<file path="config.mk">
export PLATFORM = sky130hd
export DESIGN_NAME = rv32i_fetch_decode
export DESIGN_NICKNAME = d
export VERILOG_FILES = /design/src/rtl/rv32i_fetch_decode_pkg.sv /design/src/rtl/rv32i_imm_gen.sv /design/src/rtl/rv32i_fetch_decode.sv
export SDC_FILE = /design/constraint.sdc
export NUM_CORES = 1
export LEC_CHECK = 0
export CAP_MARGIN = 20
export CORE_MARGIN = 5
export CORE_UTILIZATION = 28
export DETAILED_ROUTE_END_ITERATION = 12
export PLACE_DENSITY = 0.95
export REMOVE_ABC_BUFFERS = 1
export SYNTH_ARGS = -nofsm -noshare
export SYNTH_HDL_FRONTEND = slang
export SYNTH_SLANG_ARGS = --single-unit
</file>
<file path="constraint.sdc">
create_clock -name clk -period 3.4 [get_ports clk]
set_clock_uncertainty 0.05 [all_clocks]
set_input_delay 0.68 -clock clk [delete_from_list [all_inputs] [get_ports clk]]
set_output_delay 0.68 -clock clk [all_outputs]
set_load 0.05 [all_outputs]
</file>
<file path="src/rtl/rv32i_fetch_decode_pkg.sv">
// ---------------------------------------------------------------------------
// rv32i_fetch_decode_pkg
// Shared constants for the RV32I decode stage: base opcode values, the
// ALUSel / WBSel / access_size codes driven to the datapath, the immediate
// format selector used between the control decoder and the immediate
// generator, and small helpers for the funct3-driven decodes.
// ---------------------------------------------------------------------------
package rv32i_fetch_decode_pkg;

   // Base RV32I opcodes (instruction[6:0])
   localparam logic [6:0] OPC_LUI    = 7'b0110111;
   localparam logic [6:0] OPC_AUIPC  = 7'b0010111;
   localparam logic [6:0] OPC_JAL    = 7'b1101111;
   localparam logic [6:0] OPC_JALR   = 7'b1100111;
   localparam logic [6:0] OPC_BRANCH = 7'b1100011;
   localparam logic [6:0] OPC_LOAD   = 7'b0000011;
   localparam logic [6:0] OPC_STORE  = 7'b0100011;
   localparam logic [6:0] OPC_OPIMM  = 7'b0010011;
   localparam logic [6:0] OPC_OP     = 7'b0110011;
   localparam logic [6:0] OPC_FENCE  = 7'b0001111;
   localparam logic [6:0] OPC_CCC    = 7'b1110011;

   // ALU operation codes
   localparam logic [3:0] ALU_ADD   = 4'd0;
   localparam logic [3:0] ALU_SUB   = 4'd1;
   localparam logic [3:0] ALU_SLL   = 4'd2;
   localparam logic [3:0] ALU_SLT   = 4'd3;
   localparam logic [3:0] ALU_SLTU  = 4'd4;
   localparam logic [3:0] ALU_XOR   = 4'd5;
   localparam logic [3:0] ALU_SRL   = 4'd6;
   localparam logic [3:0] ALU_SRA   = 4'd7;
   localparam logic [3:0] ALU_OR    = 4'd8;
   localparam logic [3:0] ALU_AND   = 4'd9;
   localparam logic [3:0] ALU_LUIOP = 4'd10;
   localparam logic [3:0] ALU_JADD  = 4'd11;

   // Write-back source select
   localparam logic [1:0] WB_MEM     = 2'd0;
   localparam logic [1:0] WB_ALU     = 2'd1;
   localparam logic [1:0] WB_PC_NEXT = 2'd2;

   // Data memory access size
   localparam logic [1:0] SIZE_BYTE     = 2'd0;
   localparam logic [1:0] SIZE_HALFWORD = 2'd1;
   localparam logic [1:0] SIZE_WORD     = 2'd2;

   // Immediate layout selected by the control decoder
   typedef enum logic [2:0] {
      IMM_NONE,
      IMM_I,
      IMM_S,
      IMM_B,
      IMM_U,
      IMM_J
   } imm_fmt_t;

   // Opcodes without an immediate (OP, FENCE, SYSTEM, unknown) yield IMM_NONE,
   // which the generator turns into zero.
   function automatic imm_fmt_t imm_fmt_of(input logic [6:0] opc);
      case (opc)
         OPC_LUI, OPC_AUIPC:             imm_fmt_of = IMM_U;
         OPC_JAL:                        imm_fmt_of = IMM_J;
         OPC_JALR, OPC_LOAD, OPC_OPIMM:  imm_fmt_of = IMM_I;
         OPC_BRANCH:                     imm_fmt_of = IMM_B;
         OPC_STORE:                      imm_fmt_of = IMM_S;
         default:                        imm_fmt_of = IMM_NONE;
      endcase
   endfunction

   // ins[30] only selects SUB for register-register ops; for OP-IMM that bit
   // belongs to the immediate, except on the shift-right encoding where it
   // selects SRA in both forms.
   function automatic logic [3:0] alu_op(input logic [2:0] funct3,
                                         input logic       alt,
                                         input logic       reg_reg);
      case (funct3)
         3'b000:  alu_op = (reg_reg && alt) ? ALU_SUB : ALU_ADD;
         3'b001:  alu_op = ALU_SLL;
         3'b010:  alu_op = ALU_SLT;
         3'b011:  alu_op = ALU_SLTU;
         3'b100:  alu_op = ALU_XOR;
         3'b101:  alu_op = alt ? ALU_SRA : ALU_SRL;
         3'b110:  alu_op = ALU_OR;
         default: alu_op = ALU_AND;
      endcase
   endfunction

endpackage

</file>
<file path="src/rtl/rv32i_imm_gen.sv">
// ---------------------------------------------------------------------------
// rv32i_imm_gen
// Assembles and sign-extends the immediate of an RV32I instruction for the
// layout chosen by the control decoder. Purely combinational.
//   instruction  in  32  instruction word
//   fmt          in   3  immediate layout (IMM_NONE gives zero)
//   imm          out 32  sign-extended immediate
// ---------------------------------------------------------------------------
module rv32i_imm_gen
   import rv32i_fetch_decode_pkg::*;
(
   input  logic [31:0] instruction,
   input  imm_fmt_t    fmt,
   output logic [31:0] imm
);

   always_comb begin
      case (fmt)
         IMM_I:   imm = {{20{instruction[31]}}, instruction[31:20]};
         IMM_S:   imm = {{20{instruction[31]}}, instruction[31:25], instruction[11:7]};
         IMM_B:   imm = {{19{instruction[31]}}, instruction[31], instruction[7],
                         instruction[30:25], instruction[11:8], 1'b0};
         IMM_U:   imm = {instruction[31:12], 12'b0};
         IMM_J:   imm = {{11{instruction[31]}}, instruction[31], instruction[19:12],
                         instruction[20], instruction[30:21], 1'b0};
         default: imm = '0;
      endcase
   end

endmodule

</file>
<file path="src/rtl/rv32i_fetch_decode.sv">
// ---------------------------------------------------------------------------
// rv32i_fetch_decode
// Decode stage of the single-cycle RV32I core. Splits the instruction into
// register addresses and immediate and drives every datapath control. The
// only state is a valid flag; until it is set after reset, all controls
// are held at a harmless NOP.
//   clk, rst              clock (rising edge), async active-high reset
//   instruction, PC       current instruction word and its address
//   BrEq, BrLt            branch compare flags from execute
//   opcode                instruction[6:0]
//   addr_rs1/rs2/rd       register addresses
//   imm                   sign-extended immediate
//   PCSel ASel BSel       PC mux, ALU operand A/B muxes
//   ALUSel BrUn           ALU operation, unsigned branch compare
//   MemRW RdUn access_size data memory write, zero-extend load, size
//   RegWE WBSel           register write enable, write-back source
// ---------------------------------------------------------------------------
module rv32i_fetch_decode
   import rv32i_fetch_decode_pkg::*;
#(
   parameter logic [31:0] RESET_PC = 32'h00FF_FFFC
) (
   input  logic        clk,
   input  logic        rst,
   input  logic [31:0] instruction,
   input  logic [31:0] PC,
   input  logic        BrEq,
   input  logic        BrLt,
   output logic [6:0]  opcode,
   output logic [4:0]  addr_rs1,
   output logic [4:0]  addr_rs2,
   output logic [4:0]  addr_rd,
   output logic [31:0] imm,
   output logic        PCSel,
   output logic        ASel,
   output logic        BSel,
   output logic [3:0]  ALUSel,
   output logic        BrUn,
   output logic        MemRW,
   output logic        RdUn,
   output logic [1:0]  access_size,
   output logic        RegWE,
   output logic [1:0]  WBSel
);

   logic       valid;
   logic [2:0] funct3;
   logic       alt;
   logic       branch_taken;
   logic       reg_we_raw;
   imm_fmt_t   fmt;

   assign opcode   = instruction[6:0];
   assign addr_rd  = instruction[11:7];
   assign funct3   = instruction[14:12];
   assign addr_rs1 = instruction[19:15];
   assign addr_rs2 = instruction[24:20];
   assign alt      = instruction[30];

   // Valid drops the moment reset is applied and comes back on the first
   // clock edge after release, so the first fetched word is never acted on
   // before instruction memory has produced it.
   always_ff @(posedge clk or posedge rst) begin
      if (rst) valid <= 1'b0;
      else     valid <= 1'b1;
   end

   // An invalid stage selects no immediate, which forces imm to zero.
   always_comb begin
      fmt = valid ? imm_fmt_of(opcode) : IMM_NONE;
   end

   rv32i_imm_gen u_imm_gen (
      .instruction (instruction),
      .fmt         (fmt),
      .imm         (imm)
   );

   // BLT/BLTU share the BrLt sense, BGE/BGEU its complement; execute has
   // already applied signedness from BrUn. Reserved funct3 never branches.
   always_comb begin
      case (funct3)
         3'b000:         branch_taken = BrEq;
         3'b001:         branch_taken = !BrEq;
         3'b100, 3'b110: branch_taken = BrLt;
         3'b101, 3'b111: branch_taken = !BrLt;
         default:        branch_taken = 1'b0;
      endcase
   end

   // Start from the NOP control set and override only what each opcode
   // needs; FENCE, SYSTEM and unknown opcodes keep the NOP set.
   always_comb begin
      PCSel       = 1'b1;
      ASel        = 1'b1;
      BSel        = 1'b0;
      ALUSel      = ALU_ADD;
      BrUn        = 1'b0;
      MemRW       = 1'b0;
      RdUn        = 1'b0;
      access_size = SIZE_WORD;
      reg_we_raw  = 1'b0;
      WBSel       = WB_ALU;
      if (valid) begin
         case (opcode)
            OPC_LUI: begin
               ALUSel     = ALU_LUIOP;
               reg_we_raw = 1'b1;
            end
            OPC_AUIPC: begin
               ASel       = 1'b0;
               reg_we_raw = 1'b1;
            end
            OPC_JAL: begin
               ASel       = 1'b0;
               PCSel      = 1'b0;
               WBSel      = WB_PC_NEXT;
               reg_we_raw = 1'b1;
            end
            OPC_JALR: begin
               ALUSel     = ALU_JADD;
               PCSel      = 1'b0;
               WBSel      = WB_PC_NEXT;
               reg_we_raw = 1'b1;
            end
            OPC_BRANCH: begin
               ASel  = 1'b0;
               BrUn  = funct3[2] & funct3[1];
               PCSel = !branch_taken;
            end
            OPC_LOAD: begin
               WBSel       = WB_MEM;
               reg_we_raw  = 1'b1;
               access_size = funct3[1:0];
               RdUn        = funct3[2];
            end
            OPC_STORE: begin
               MemRW       = 1'b1;
               access_size = funct3[1:0];
            end
            OPC_OPIMM: begin
               ALUSel     = alu_op(funct3, alt, 1'b0);
               reg_we_raw = 1'b1;
            end
            OPC_OP: begin
               BSel       = 1'b1;
               ALUSel     = alu_op(funct3, alt, 1'b1);
               reg_we_raw = 1'b1;
            end
            default: begin
            end
         endcase
      end
   end

   // x0 is hard-wired to zero, so writes to it are suppressed here.
   assign RegWE = reg_we_raw && (addr_rd != 5'd0);

   // While decode is invalid the fetch stage must be parked on the reset vector.
   pc_parked_while_invalid: assert property (
      @(posedge clk) disable iff (rst) !valid |-> (PC == RESET_PC)
   );

endmodule

</file>
# ---- Word-level counts from Yosys, hierarchy flattened
# Index checks and enable logic that the tools add are counted.
dict set report classes {
  n_eq_ne 21
  mux 28
  add_sub_neg 0
  multipliers 0
  n_shift 0
  div_mod_pow 0
  n_reduce_logical 14
  bitwise_logic 1
  magnitude_cmp 0
}
# operator count
set op_table {}
lappend op_table {{$pmux W32 S5} 1}
lappend op_table {{$pmux W4 S7} 2}
lappend op_table {{$eq A7 B6 Y1 const B} 3}
lappend op_table {{$eq A7 B7 Y1 const B} 3}
lappend op_table {{$eq A3 B3 Y1 const B} 6}
lappend op_table {{$pmux W4 S4} 1}
lappend op_table {{$mux W1} 15}
lappend op_table {{$pmux W3 S5} 1}
lappend op_table {{$eq A7 B5 Y1 const B} 2}
lappend op_table {{$eq A3 B2 Y1 const B} 4}
lappend op_table {{$reduce_or A2 Y1} 5}
lappend op_table {{$eq A7 B2 Y1 const B} 1}
lappend op_table {{$reduce_or A7 Y1} 1}
lappend op_table {{$eq A3 B1 Y1 const B} 2}
lappend op_table {{$mux W2} 3}
lappend op_table {{$reduce_or A3 Y1} 2}
lappend op_table {{$reduce_bool A5 Y1} 1}
lappend op_table {{$mux W4} 1}
lappend op_table {{$pmux W1 S4} 1}
lappend op_table {{$pmux W2 S2} 1}
lappend op_table {{$logic_not A1 Y1} 3}
lappend op_table {{$logic_not A3 Y1} 1}
lappend op_table {{$mux W3} 1}
lappend op_table {{$pmux W1 S2} 1}
lappend op_table {{other kinds (2)} 2}
dict set report word_totals {
  latchBits 0
  memories 0
  rom_bits 0
  ram_bits 0
  output_inout_bits 69
  regBits 1
}

# ---- Logic depth before layout (Yosys ltp)
dict set report depth {
  ltp_word 6
  ltp_mapped 8
  depth_no_buf 4
}

# ---- Cells and area by module
# From an unflattened synthesis, not the netlist that was laid out.
dict set report hier_totals {
  cells_unflattened 160
  area_unflattened_um2 1063.5
}
# module seq_area_each_um2 n_inst cells_per_inst area_per_inst_um2
set modules_own_cells {}
lappend modules_own_cells {rv32i_fetch_decode 25.0 1 94 673.1}
lappend modules_own_cells {rv32i_imm_gen 0.0 1 66 390.4}

# ---- Worst setup path after synthesis
# OpenSTA, ideal clock, no wires.
dict set report synth_timing {
  path_type {in2out}
  from {input instruction[3]}
  to {output imm[0]}
  arrival_ns 2.909
  n_path_buf 2
  required_ns 2.670
  cell_stages 5
  setup_slack_ns -0.239
  path_cell_list {buf_2 -> nand4bb_1 -> buf_4 -> nor3_1 -> a32o_1}
}
dict set report synth_between {
  elab_chain_len 6
}
# element line
set synth_lines {}
lappend synth_lines {{start, declared} rv32i_fetch_decode.sv:25} ;# input logic [31:0] instruction,
lappend synth_lines {{$eq A7 B7 Y1 (tied with other cells)} rv32i_fetch_decode_pkg.sv:60} ;# case (opc)
lappend synth_lines {{$reduce_or A3 Y1 or $reduce_or A2 Y1 (tied branches)} rv32i_fetch_decode_pkg.sv:60}
lappend synth_lines {{$pmux W3 S5 (*)} rv32i_fetch_decode_pkg.sv:60}
lappend synth_lines {{$mux W3 (*)} rv32i_fetch_decode.sv:70} ;# fmt = valid ? imm_fmt_of(opcode) : IMM_NONE;
lappend synth_lines {{$eq A3 B3 Y1 (tied with other cells)} rv32i_imm_gen.sv:18} ;# case (fmt)
lappend synth_lines {{$pmux W32 S5 (*)} rv32i_imm_gen.sv:18}
lappend synth_lines {{end, declared} rv32i_fetch_decode.sv:33} ;# output logic [31:0] imm,
# Mark *: on every way between the ends. The rest lies on a longest branch, timed or not.

# ---- Worst setup path in the final report
dict set report layout_timing {
  from {input instruction[3]}
  to {output imm[28]}
}
# Same word-level chain as after synthesis.

==> run metrics <==
initial core utilization 0.2926; Slew headroom 0.6543; fin. max-slew vios 0; Final WS setup -3.878 ps; core area 0.003716 sq mm; vias in the first global route 1699; max-cap violations 0; Hold-fix buffers, CTS 0; I/O pins 137; DRC violations left 0; Cell variety after synth 49; Syn. warnings 0; filler instances 241; critical path, cell by cell clkdlybuf4s50_1, or3b_4, a21o_1, buf_4, o31ai_1, buf_12; WL/cell 17.44 microns; Post-synth ARST share 1.000; first-pass GRT wire length 8017 microns; synthesized flop and latch total 1; Hold WC Path Type primary input to async pin; crit path DAT 2670 ps; biggest regs valid x1; clock slew at reported path FFs 0 ps; worst-margin pin slew 516.9 ps; n_diodes 0; die width 72.32 microns; DIE HEIGHT 72.32 microns; Total Routing Usage GR 0.1888; leakage 1.127 nW; Post-DRT Antenna Nets 0; cell taking the most area after synthesis buf_4; crit path max fanout 8; number of cell rows 22; Mapped Avg Cell Area 6.396 sq um; via count 1645; largest net degree at the start of global routing 19; Area contributors post-synth buf_4, o31ai_1, inv_1; WS Path Type primary input to output pin; Layout Cell Area excl Fill 0.002611 sq mm; Critical Path Max Stage Delay 530 ps; Critical-path top delay cell clkdlybuf4s50_1; Post-DP HPWL 4441 microns; prevailing post-synth register cell dfrtp_1; Hold Vio Cnt, Final 0; Hold Slack 805.1 ps; DRT Wirelength 5442 microns; Buffers on Ports 104; status complete, but fails checks; Mapped Area 0.001087 sq mm; Crit. End Element output pin; Peak Freq 0.2938 GHz; via/cell ratio 5.272; final net count 334; worst ir drop on vdd 0.0001322 V; Synth top area share 0.1726; die area 0.005229 sq mm; Biggest register valid; GP Congestion 0.8705; initial antenna violation count 0; layout cells sized above 1 0.3182; TritonRoute pass-1 iters 4; initial DRC count 82; sequential area share after synthesis 0.02301; GRT Residual Overflow 0; crit path time final 3404 ps; Mapped Cells 170; number of synthesized flops with an enable pin 0; Final setup viols 1; RSZ-0062 raised after global routing yes; Pwr Density 97.63 mW/mm^2; Final Cycle Share 1.001; max reg flops 1; area grow syn2layout 140.2%; Placed Area 0.002565 sq mm; Worst EP required 2670 ps; CP Launch Type primary input; violated checks negative setup slack
what timing repair did:
item                       in CTS  in global routing
setup endpoints to repair       0                 36
setup buffers                   0                  0
gates resized for setup         0                  9
cell usage after synthesis (all sizes together), types with 3 or more instances:
cell	instances
o21ai	5
and2	7
nor2	10
nand2b	4
o21a	3
clkbuf	4
nand2	16
nor3	5
xor2	3
a22o	4
o31ai	11
inv	18
nand3	10
buf	32
a21oi	3
placed cells by master (no fill, tap or decap), types with 5 or more instances in the layout:
cell type and n:
clkdlybuf4s50_1 53, buf_12 45, buf_4 30, inv_1 18
nand2_1 16, nor2_1 10, nand3_1 9, o31ai_1 8
and2_1 7, o21ai_0 5
stage by stage:
step	setup WS (ps)	TNS (ps)	power [W]	util	instances
floorplan	-213.9	-404.1	0.00006619	-	134
global placement	102.1	0	0.0002444	0.6902	312
detailed placement	17.66	0	0.0002492	0.6902	312
CTS	7.588	0	0.0002502	0.6902	312
global route	-95.90	-505.7	0.0002659	0.7027	312
finish	-3.878	-3.878	0.0002549	0.7027	312
report_power, final:
group / internal [W] / switching, W / total [W] / leakage (nW)
clock network: 0 / 0 / 0 / 0
registers: 0.0000127 / 0.00000243 / 0.0000151 / 0.0117
logic: 0.000104 / 0.000136 / 0.000240 / 1.11
total: 0.000117 / 0.000138 / 0.000255 / 1.13
final timing paths:
check                      endpoint      startpoint  cells after the start
min                           valid             rst                      2
max                         imm[28]  instruction[3]                      6
max in group asynchronous     valid             rst                      2
min in group clk              PCSel           valid                      2
routing by layer:
layer | track usage | vias to the layer above | part of all wire
li1 | - | 771 | -
met1 | 0.1988 | 780 | 0.35
met2 | 0.3812 | 86 | 0.56
met3 | 0.04571 | 8 | 0.079
met4 | 0.02088 | 0 | 0.016
met5 | 0 | - | 0
area by class of cell:
| type | count | area [sq um] | area share |
|---|---|---|---|
| inverters | 18 | 67.56 | 0.02587 |
| multi-input cells | 115 | 777.0 | 0.2976 |
| well taps | 48 | 60.06 | 0.02300 |
| flip-flops and latches | 1 | 25.02 | 0.009583 |
| repair buffers | 130 | 1682 | 0.6440 |
worst max-delay path: cells and delay by family:
| kind | cells | cell delay, ps |
|---|---|---|
| buffers and inverters | 3 | 920 |
| AO/OA/AOI/OAI | 2 | 640 |
| AND/OR/NAND/NOR | 1 | 430 |
cells by family after synthesis:
kind of cell           count (synthesis)  synth area share
XOR/XNOR                               4           0.03223
buffers and inverters                 54            0.3003
AO/OA/AOI/OAI                         39            0.2727
other                                  1          0.003449
flip-flops                             1           0.02301
multiplexers                           1          0.009206
AND/OR/NAND/NOR                       70            0.3590
Note: power is estimated with default switching activity, not from simulation.
